## src/rtl/sync_modn_counter.sv

```systemverilog
// Cascaded DIGITS x mod-MODULUS up/down counter with clamped parallel load, carry and sticky wrap flag.
// Latency: 1 edge per step or load; no backpressure, advances every cycle en is high.
module sync_modn_counter #(
    parameter int MODULUS = 10,
    parameter int WIDTH   = 4,
    parameter int DIGITS  = 2
) (
    input  logic                      clk,
    input  logic                      reset,
    input  logic                      en,
    input  logic                      up_dn,
    input  logic                      load,
    input  logic [DIGITS*WIDTH-1:0]   load_val,
    output logic [DIGITS*WIDTH-1:0]   q,
    output logic                      carry_out,
    output logic                      wrapped
);

    localparam logic [WIDTH-1:0] MAXD = WIDTH'(MODULUS - 1);
    localparam logic [WIDTH-1:0] ZERO = '0;
    localparam logic [WIDTH-1:0] ONE  = WIDTH'(1);

    logic [DIGITS:0]            lower_max;
    logic [DIGITS:0]            lower_zero;
    logic [DIGITS*WIDTH-1:0]    q_step;
    logic [DIGITS*WIDTH-1:0]    q_load;
    logic [WIDTH-1:0]           dig;
    logic [WIDTH-1:0]           lv;
    logic                       terminal;

    // lower_max[i]/lower_zero[i]: every digit below i sits at its up/down terminal value
    always_comb begin
        lower_max     = '0;
        lower_zero    = '0;
        q_step        = '0;
        q_load        = '0;
        dig           = '0;
        lv            = '0;
        lower_max[0]  = 1'b1;
        lower_zero[0] = 1'b1;
        for (int i = 0; i < DIGITS; i++) begin
            dig             = q[i*WIDTH +: WIDTH];
            lv              = load_val[i*WIDTH +: WIDTH];
            lower_max[i+1]  = lower_max[i] & (dig == MAXD);
            lower_zero[i+1] = lower_zero[i] & (dig == ZERO);
            if (up_dn && lower_max[i])
                q_step[i*WIDTH +: WIDTH] = (dig == MAXD) ? ZERO : dig + ONE;
            else if (!up_dn && lower_zero[i])
                q_step[i*WIDTH +: WIDTH] = (dig == ZERO) ? MAXD : dig - ONE;
            else
                q_step[i*WIDTH +: WIDTH] = dig;
            q_load[i*WIDTH +: WIDTH] = (lv > MAXD) ? MAXD : lv;
        end
    end

    assign terminal  = up_dn ? lower_max[DIGITS] : lower_zero[DIGITS];
    assign carry_out = en & ~load & ~reset & terminal;

    always_ff @(posedge clk) begin
        if (reset) begin
            q       <= '0;
            wrapped <= 1'b0;
        end else if (load) begin
            q       <= q_load;
            wrapped <= 1'b0;
        end else if (en) begin
            q       <= q_step;
            if (terminal)
                wrapped <= 1'b1;
        end
    end

endmodule

```

## config.mk

```make
export PLATFORM = sky130hd
export DESIGN_NAME = sync_modn_counter
export DESIGN_NICKNAME = d
export VERILOG_FILES = /design/src/rtl/sync_modn_counter.sv
export SDC_FILE = /design/constraint.sdc
export NUM_CORES = 1
export LEC_CHECK = 0
export ABC_AREA = 0
export BUFFER_PORTS_ARGS = -buffer_cell sky130_fd_sc_hd__buf_2
export CORE_MARGIN = 1.5
export CORE_UTILIZATION = 45
export CTS_BUF_LIST = sky130_fd_sc_hd__clkbuf_8 sky130_fd_sc_hd__clkbuf_16
export CTS_CLUSTER_SIZE = 24
export DETAILED_ROUTE_END_ITERATION = 6
export PLACE_DENSITY_LB_ADDON = 0.1
export SLEW_MARGIN = 10
export SYNTH_ARGS = -nofsm -noshare
export SYNTH_HDL_FRONTEND = slang
export SYNTH_SLANG_ARGS = --single-unit
export TNS_END_PERCENT = 10
```

## constraint.sdc

```tcl
create_clock -name clk -period 2.5 [get_ports clk]
set_input_delay 0.5 -clock clk [delete_from_list [all_inputs] [get_ports clk]]
set_output_delay 0.5 -clock clk [all_outputs]
set_load 0.03 [all_outputs]
```

==> metrics <==
top cell family by delay on the critical path=simple AND/OR/NAND/NOR gates; R2R cell count=5; worst r2r src=q[1]; Final Core Density=57.8%; routed length per instance=13.1 um; post-synthesis cell type count=39; final setup violation count=0; hold path start=wrapped; row cnt=14; commonest non-fill, non-tap cell in the layout=buf_2; Post-DRT Antenna Nets=0; synthesized instance count=99; Psw=0.151 mW; height of the die=43.8 um; DP Cell Count=129; Sw Ratio=32.6%; max-slew violation count=0; RSZ-0062 raised after global routing=no; area grow syn2layout=17.5%; number of global-route vias before repair=671; Via density=5.87; Boundary Pins=23; crit path buf inv count=1; Worst path slowest cell=or4_1; Post-Syn Nets=112; critical path endpoint category=primary output; initial antenna violation count=0; final antenna diode count=0; cts bufs inserted=3; DRT Wirelength=1750 um; drt pass-1 iters=4; Vias=781; EDFF count, synth=0; critical path fanouts, max=8; Final Hold Slack=0.444 ns; critical path cell sequence=or4_1 -> nor4_1 -> a21oi_1 -> nor2_1 -> buf_2; Seq cells post-synth=9; post-CTS setup buffer count=0; gr usage total=20.7%; Mapped Area=749 um^2; share of cells above drive strength 1=25.6%; total core area=1520 um^2; worst stage delay on the critical path=0.58 ns; post-synth top area share=24.0%; Comb pwr share=26.5%; Min-Delay Endpoint=wrapped; Synth warnings=0; r2r setup slk=0.74 ns; DR DRC count=0; Reg clk slew, reported paths=0.05 ns; Synth async-reset ratio=0%; most frequent cells in the layout=buf_2 (22), a21oi_1 (10), o21ai_0 (10); clk buf depth=2; CTS Sinks=9; Slew @ Worst Pin=0.415 ns; GPL Wtd Cong=0.739; Clock Power Share=35.0%; ys flop type=dfxtp_1; Synth area leaders=dfxtp_1 (24%), a21oi_1 (6.7%), o21ai_0 (6.7%), xnor2_1 (4.7%), nand2_1 (4.0%); final period utilization=92.7%; outcome=finished clean; total grt overflow=0; H-tree Lvls=1; Hold Fails Final Rpt=0; cell taking the most area after synthesis=dfxtp_1; Avg Synthesized Cell Area=7.57 um^2; Final min period=2.32 ns; final non-filler cell total=133; first-pass GRT wire length=3040 um; Flop pwr share=38.5%; Clk Latency, worst-skew pair=0.23 ns; fin nets=131; final clock skew=0.00552 ns; Leakage=0.374 nW; die extent in x=43.8 um; startpoint types=register; setup TNS=0 ns; Worst Setup Path Type=register to primary output; number of fill cells in the layout=162; sequential cell area fraction in the yosys report=24.0%; CP Data Arrival Time=1.82 ns; dpl hpwl=1270 um; CTS tree=built; Max-Cap Viols=0; DRT iter0 DRCs=8; PD cells=526 nW/um^2; worst r2r dst=q[7]; Rel. slew slack=72.3%; Critical Path RT=2.00 ns; Initial Util=49.2%; # port buffers=22; Clock Tree Root=clkbuf_8; Hold Path Class=register to register; cell internal pwr=0.312 mW; largest net degree at the start of global routing=13; Peak Freq=0.432 GHz; VDD IR max=0.407 mV; Die Area=1920 um^2; Cells on Worst Hold Path=1
## worst max path at each step
stage	end	cells after the start	from	slack [ns]
after floorplan	carry_out	5	q[0]	0.12
after CTS	carry_out	5	q[0]	0.13
final	carry_out	5	q[3]	0.18
after detailed placement	carry_out	6	up_dn	0.28
after global routing	carry_out	5	q[3]	0.06
after global placement	carry_out	6	up_dn	0.29
## sequential cells by signal (all words and copies together) (netlist names)
| name | flops |
|---|---|
| q | 8 |
| wrapped | 1 |
## power groups by stage
| stage | clock network (mW) | registers (mW) | logic (mW) |
|---|---|---|---|
| final | 0.162 | 0.178 | 0.123 |
| after global routing | 0.175 | 0.181 | 0.137 |
| after CTS | 0.164 | 0.178 | 0.123 |
| after detailed placement | 0 | 0.181 | 0.122 |
| after global placement | 0 | 0.180 | 0.122 |
| after floorplan | 0 | 0.184 | 0.0866 |
## kinds of logic after synthesis
family                 count (synthesis)  synth area share (%)
AND/OR/NAND/NOR                       32                  24.0
flip-flops                             9                  24.0
buffers and inverters                 15                  10.0
XOR/XNOR                               5                  5.84
AO/OA/AOI/OAI                         38                  36.1
## layout make-up
| cell class | instances | area, um^2 | area share, % |
|---|---|---|---|
| clock buffer | 3 | 41.3 | 4.69 |
| clock inverter | 1 | 3.75 | 0.426 |
| inverter | 6 | 22.5 | 2.56 |
| multi-input combinational | 75 | 494 | 56.1 |
| sequential | 9 | 181 | 20.6 |
| tap | 16 | 20.0 | 2.27 |
| timing repair buffer | 23 | 118 | 13.4 |
## metrics by stage
step	setup slack, ns	instance area, um^2	total power, mW
floorplan	0.121	749	0.271
global placement	0.289	835	0.301
detailed placement	0.284	835	0.302
CTS	0.133	880	0.465
global route	0.0639	881	0.493
finish	0.183	881	0.463
## worst register-to-register path: cells and delay by family (launching register included)
family | cells | cell delay (ns)
flops | 1 | 0.48
compound gates | 3 | 0.64
simple gates | 2 | 0.57
## cells in the mapped netlist, drive strengths merged (2+ instances only)
| cell | count |
|---|---|
| nor2 | 7 |
| a21oi | 10 |
| o2111ai | 3 |
| dfxtp | 9 |
| buf | 5 |
| xnor2 | 4 |
| inv | 5 |
| and3 | 2 |
| a221oi | 2 |
| a31oi | 2 |
| or4 | 3 |
| a21o | 2 |
| o21ai | 10 |
| clkbuf | 4 |
| nand2 | 8 |
| nand4 | 2 |
| nor3 | 2 |
## what timing repair did
item                       4_1_cts  5_1_grt
resized for setup                0        1
hold buffers                     0        0
hold endpoints to repair         0        0
setup endpoints to repair        0        1
## layer usage
layer  track usage (%)  wire length [um]
met1              33.0               912
met2              27.9               732
met3              2.50                94
met4              7.27                 9
met5                 0                 0
Power figures use the tool's default switching activity.
